`config.mk`:
```
export PLATFORM = sky130hd
export DESIGN_NAME = round_phase_counter
export DESIGN_NICKNAME = d
export VERILOG_FILES = /design/src/rtl/round_phase_counter.sv
export SDC_FILE = /design/constraint.sdc
export NUM_CORES = 1
export LEC_CHECK = 0
export ABC_AREA = 1
export BUFFER_PORTS_ARGS = -buffer_cell sky130_fd_sc_hd__buf_2
export CORE_AREA = 8 8 45 47
export DETAILED_ROUTE_END_ITERATION = 8
export DIE_AREA = 0 0 53 55
export PLACE_DENSITY = 0.64
export SYNTH_ARGS = -nofsm -noshare
export SYNTH_HDL_FRONTEND = slang
export SYNTH_SLANG_ARGS = --single-unit
```
`constraint.sdc`:
```
create_clock -name clk -period 2 [get_ports clk]
set_input_delay 0.2 -clock clk [delete_from_list [all_inputs] [get_ports clk]]
set_output_delay 0.2 -clock clk [all_outputs]
set_load 0.02 [all_outputs]
```
`src/rtl/round_phase_counter.sv`:
```
// round_phase_counter: round/phase sequencer for the threshold-implemented
// Midori64 datapath. A run steps NUM_ROUNDS rounds of PHASES cycles each,
// pulses done once, then returns to IDLE. It never free-runs.
//
// Optional feature: define ROUND_PHASE_PAUSE_EN to add a 'pause' input that
// freezes the sequence while in RUN.
//
// Control semantics: start is sampled only in IDLE and abort only in RUN.
// There is no ready/back-pressure path. A start seen in IDLE is always taken.
module round_phase_counter #(
    parameter  int ROUND_W    = 5,
    parameter  int NUM_ROUNDS = 16,
    parameter  int PHASES     = 2,
    localparam int PHASE_W    = (PHASES > 1) ? $clog2(PHASES) : 1
) (
    input  logic               clk,
    input  logic               rst,
    input  logic               start,
    input  logic               abort,
`ifdef ROUND_PHASE_PAUSE_EN
    input  logic               pause,
`endif
    output logic [ROUND_W-1:0] round_counter,
    output logic [PHASE_W-1:0] phase,
    output logic               round_last,
    output logic               phase_last,
    output logic               busy,
    output logic               done
);

    // Reject configurations that could not count to the terminal round.
    if (NUM_ROUNDS < 1) begin : g_bad_rounds_min
        $error("round_phase_counter: NUM_ROUNDS must be >= 1");
    end
    if (NUM_ROUNDS > (2 ** ROUND_W)) begin : g_bad_rounds_max
        $error("round_phase_counter: NUM_ROUNDS exceeds 2**ROUND_W");
    end
    if (PHASES < 1) begin : g_bad_phases
        $error("round_phase_counter: PHASES must be >= 1");
    end

    localparam logic [ROUND_W-1:0] ROUND_MAX = ROUND_W'(NUM_ROUNDS - 1);
    localparam logic [PHASE_W-1:0] PHASE_MAX = PHASE_W'(PHASES - 1);

    typedef enum logic [1:0] {
        IDLE = 2'd0,
        RUN  = 2'd1,
        DONE = 2'd2
    } state_t;

    state_t state;
    logic   hold;

`ifdef ROUND_PHASE_PAUSE_EN
    assign hold = pause;
`else
    assign hold = 1'b0;
`endif

    // Sequencer: state plus round/phase counters. Counters saturate at the
    // terminal count and keep their values in IDLE until the next start.
    always_ff @(posedge clk) begin
        if (rst) begin
            state         <= IDLE;
            round_counter <= '0;
            phase         <= '0;
        end else begin
            case (state)
                IDLE: begin
                    if (start) begin
                        state         <= RUN;
                        round_counter <= '0;
                        phase         <= '0;
                    end
                end
                RUN: begin
                    if (abort) begin
                        state         <= IDLE;
                        round_counter <= '0;
                        phase         <= '0;
                    end else if (!hold) begin
                        if (phase == PHASE_MAX) begin
                            if (round_counter == ROUND_MAX) begin
                                state <= DONE;
                            end else begin
                                phase         <= '0;
                                round_counter <= round_counter + ROUND_W'(1);
                            end
                        end else begin
                            phase <= phase + PHASE_W'(1);
                        end
                    end
                end
                DONE: begin
                    state <= IDLE;
                end
                default: begin
                    state <= IDLE;
                end
            endcase
        end
    end

    // Status flags decoded purely from the registered state and counters.
    always_comb begin
        busy       = (state == RUN);
        done       = (state == DONE);
        round_last = (state == RUN) && (round_counter == ROUND_MAX);
        phase_last = (state == RUN) && (phase == PHASE_MAX);
    end

endmodule
```
==> report_table.html <==
<table>
<tr><th>Metric</th><th>Value</th></tr>
<tr><th colspan="2">Critical path</th></tr>
<tr><td>CP Class</td><td>reg -&gt; out</td></tr>
<tr><td>Crit path required time</td><td>1.80 ns</td></tr>
<tr><td>Kind of end point of the critical path</td><td>primary output</td></tr>
<tr><td>Slowest-stage cell, CP</td><td>dfxtp_1</td></tr>
<tr><td>Arrival time of the worst setup path</td><td>1.56 ns</td></tr>
<tr><td>Slowest cell delay on critical path</td><td>0.41 ns</td></tr>
<tr><td>Critical path startpoint category</td><td>flop</td></tr>
<tr><td>Chain of cells forming the critical path</td><td>ha_1 &gt; nand2_1 &gt; nor2_1 &gt; ha_1 &gt; inv_1 &gt; nor2_1 &gt; buf_2</td></tr>
<tr><td>CP Max Fanout</td><td>6</td></tr>
<tr><th colspan="2">STA</th></tr>
<tr><td>Finish-stage setup viols</td><td>0</td></tr>
<tr><td>Number of endpoints with negative hold slack in the final report</td><td>0</td></tr>
<tr><td>Period Utilization, post-route</td><td>88.2%</td></tr>
<tr><td>Fmax</td><td>~570 MHz</td></tr>
<tr><td>Setup TNS</td><td>0 ns</td></tr>
<tr><td>Max Transition Viols Final</td><td>0</td></tr>
<tr><td>Relative max-transition margin</td><td>83.1%</td></tr>
<tr><td>Setup repair after global routing missed its margin</td><td>false</td></tr>
<tr><td>Final Critical Period</td><td>1.76 ns</td></tr>
<tr><td>Max Clock Skew</td><td>between 0.008 and 0.009 ns</td></tr>
<tr><td>Transition time of the tightest slew-check pin</td><td>around 0.25 ns</td></tr>
<tr><th colspan="2">Clock tree</th></tr>
<tr><td>Number of gates resized after cts</td><td>0</td></tr>
<tr><td>CTS tree</td><td>built</td></tr>
<tr><td>CTS H-tree lvls</td><td>1</td></tr>
<tr><td>CTS Hold Bufs</td><td>0</td></tr>
<tr><td>Insertion delay to the later sink of the worst-skew pair</td><td>0.26 ns</td></tr>
<tr><td>Root Driver</td><td>clkbuf_4</td></tr>
<tr><td>Maximum buffer depth of the clock tree</td><td>2</td></tr>
<tr><td>Post-CTS Setup Inserts</td><td>0</td></tr>
<tr><td>TritonCTS sink count</td><td>8</td></tr>
<tr><td>Clock transition time at the flip-flop clock pins of the worst setup and hold paths</td><td>roughly 0.060 ns</td></tr>
<tr><td>CTS buffer count</td><td>3</td></tr>
<tr><th colspan="2">Final layout</th></tr>
<tr><td>Final-layout fill cell count</td><td>141</td></tr>
<tr><td>Area used by sequential logic in the layout</td><td>160 sq um</td></tr>
<tr><td>Commonest cells after routing, fill and taps aside</td><td>nand2_1 (14), nor2_1 (13), buf_2 (13)</td></tr>
<tr><td>Multi-input gate area</td><td>roughly 280 sq um</td></tr>
<tr><td>Layout Area Growth over Synthesis</td><td>22.0%</td></tr>
<tr><td>Net count reported at finish</td><td>100</td></tr>
<tr><td>Fraction of layout instances using a drive strength above 1</td><td>23.1%</td></tr>
<tr><td>Inserted Diodes</td><td>0</td></tr>
<tr><td>Most frequent standard cell in the layout excluding fill and tap cells</td><td>nand2_1</td></tr>
<tr><th colspan="2">Route</th></tr>
<tr><td>Mean routed wirelength per cell</td><td>10.9 um</td></tr>
<tr><td>Count of unresolved DRC violations after routing</td><td>0</td></tr>
<tr><td>Routed Wire Length</td><td>1.16 mm</td></tr>
<tr><td>First DRT Iteration DRCs</td><td>16</td></tr>
<tr><td>Number of vias in the routed layout</td><td>529</td></tr>
<tr><td>Detailed-routing iteration count for the pre-antenna-repair pass</td><td>4</td></tr>
<tr><td>Via count normalized by instance count</td><td>4.94</td></tr>
<tr><td>Antenna-violating nets left</td><td>0</td></tr>
<tr><th colspan="2">Yosys</th></tr>
<tr><td>Summed instance area of the synthesized netlist</td><td>approximately 500 sq um</td></tr>
<tr><td>Synthesized area per cell</td><td>approximately 6.5 sq um</td></tr>
<tr><td>Count of mapped cells out of synthesis</td><td>75</td></tr>
<tr><td>Yosys reg bits</td><td>8</td></tr>
<tr><td>Sequential share of the synthesized area</td><td>32.7%</td></tr>
<tr><td>Syn_nets</td><td>82</td></tr>
<tr><td>Count of distinct cell types in the synthesized netlist</td><td>15</td></tr>
<tr><td>Warning count from the yosys run</td><td>0</td></tr>
<tr><th colspan="2">Flow run</th></tr>
<tr><td>Total of max-cap violations</td><td>0</td></tr>
<tr><th colspan="2">Global route</th></tr>
<tr><td>Largest net degree at the start of global routing</td><td>8</td></tr>
<tr><td>Wire length of the first global-routing pass</td><td>1.93 mm</td></tr>
<tr><td>Initial antenna violation count</td><td>0</td></tr>
<tr><td>Vias in the first global route</td><td>between 400 and 500</td></tr>
<tr><td>Total global routing track utilization</td><td>9.02%</td></tr>
<tr><td>Total global routing overflow</td><td>0</td></tr>
<tr><th colspan="2">Place</th></tr>
<tr><td>Buffers added on ports</td><td>13</td></tr>
<tr><td>Detailed placer's ending HPWL</td><td>913 um</td></tr>
<tr><td>Gp weighted congestion</td><td>0.798</td></tr>
<tr><th colspan="2">Power and ir drop</th></tr>
<tr><td>Leakage</td><td>roughly 0.29 nW</td></tr>
<tr><td>Maximum vdd ir drop</td><td>a little over 300 uV</td></tr>
<tr><td>Total chip power</td><td>0.370 mW</td></tr>
<tr><td>Pwr dens</td><td>620 mW/mm^2</td></tr>
<tr><th colspan="2">Worst hold path</th></tr>
<tr><td>Path category of the worst min-delay check</td><td>in -&gt; reg</td></tr>
<tr><th colspan="2">Floorplanning</th></tr>
<tr><td>Height of the chip</td><td>about 55 um</td></tr>
<tr><td>Initial Util</td><td>35.4%</td></tr>
<tr><td>Number of primary I/O pins</td><td>14</td></tr>
<tr><td>Die Span X</td><td>53 um</td></tr>
<tr><td>Core area</td><td>0.00138 sq mm</td></tr>
<tr><td># rows</td><td>14</td></tr>
<tr><td>Total die area</td><td>0.00292 sq mm</td></tr>
<tr><th colspan="2">Run status</th></tr>
<tr><td>Status</td><td>completed</td></tr>
</table>
[layout make-up]
class | instances | area share, %
timing repair buffer | 13 | 10.9
sequential | 8 | 26.8
inverter | 12 | 7.55
tap | 16 | 3.35
clock buffer | 3 | 3.77
multi-input combinational | 55 | 47.6
[critical path, delay by kind of cell, from the launching register on]
family        cells  cell delay [ns]
buf+inv           2             0.20
simple gates      3             0.29
fa+ha+maj         2             0.40
flops             1             0.41
[registers in the layout (all words and copies together) (netlist names)]
register       count
round_counter      5
state              2
phase              1
[path summary, 6_finish.rpt]
check	from	endpoint	slack, ns	depth (start not counted)
max reg2reg	round_counter[0]	round_counter[1]	0.34	9
min reg2reg	round_counter[4]	round_counter[4]	0.48	2
min	rst	phase	0.18	2
max	round_counter[0]	round_last	0.24	7
[power by group]
part / leakage, nW / internal (mW) / switching, mW / total [mW]
Combinational: 0.208 / 0.0229 / 0.0460 / 0.0688
Sequential: 0.0652 / 0.167 / 0.00857 / 0.175
Clock: 0.0138 / 0.0688 / 0.0574 / 0.126
[synthesized netlist by cell type]
library cell  instances  area share [%]
a21oi_1               9             9.2
dfxtp_1               8              33
ha_1                  3             7.7
inv_1                11             8.4
inv_2                 1            0.77
nand2_1              14              11
nand2_2               2             2.6
nand3_1               5             5.1
nand3_2               1             2.0
nand4_1               2             2.6
nor2_1               13              10
nor2_4                1             2.3
nor4_1                1             1.3
o21a_1                1             1.5
o21ai_0               3             3.1
[metal layers]
metal	share of wire, %	track usage, %	up-vias
li1	-	-	274
met5	0	0	-
met3	9.3	2.94	5
met4	4.4	9.05	0
met2	46	14.1	18
met1	41	9.28	232
[through the flow]
step                setup WS [ns]  hold WS, ns  cell area [sq um]  utilization [%]  instances
finish                      0.236        0.177                597             43.1        107
global route               0.0689        0.176                597             43.1        107
CTS                         0.218        0.172                597             43.1        107
detailed placement          0.366        0.449                574             41.5        104
global placement            0.406        0.458                574             41.5        104
floorplan                   0.366        0.269                489                -         75
[logic make-up after synthesis]
group,Yosys count,share of synthesized area [%]
compound gates,13,13.8
buf+inv,12,9.21
flops,8,32.7
fa+ha+maj,3,7.67
simple gates,39,36.6
Note: power is estimated with default switching activity, not from simulation.
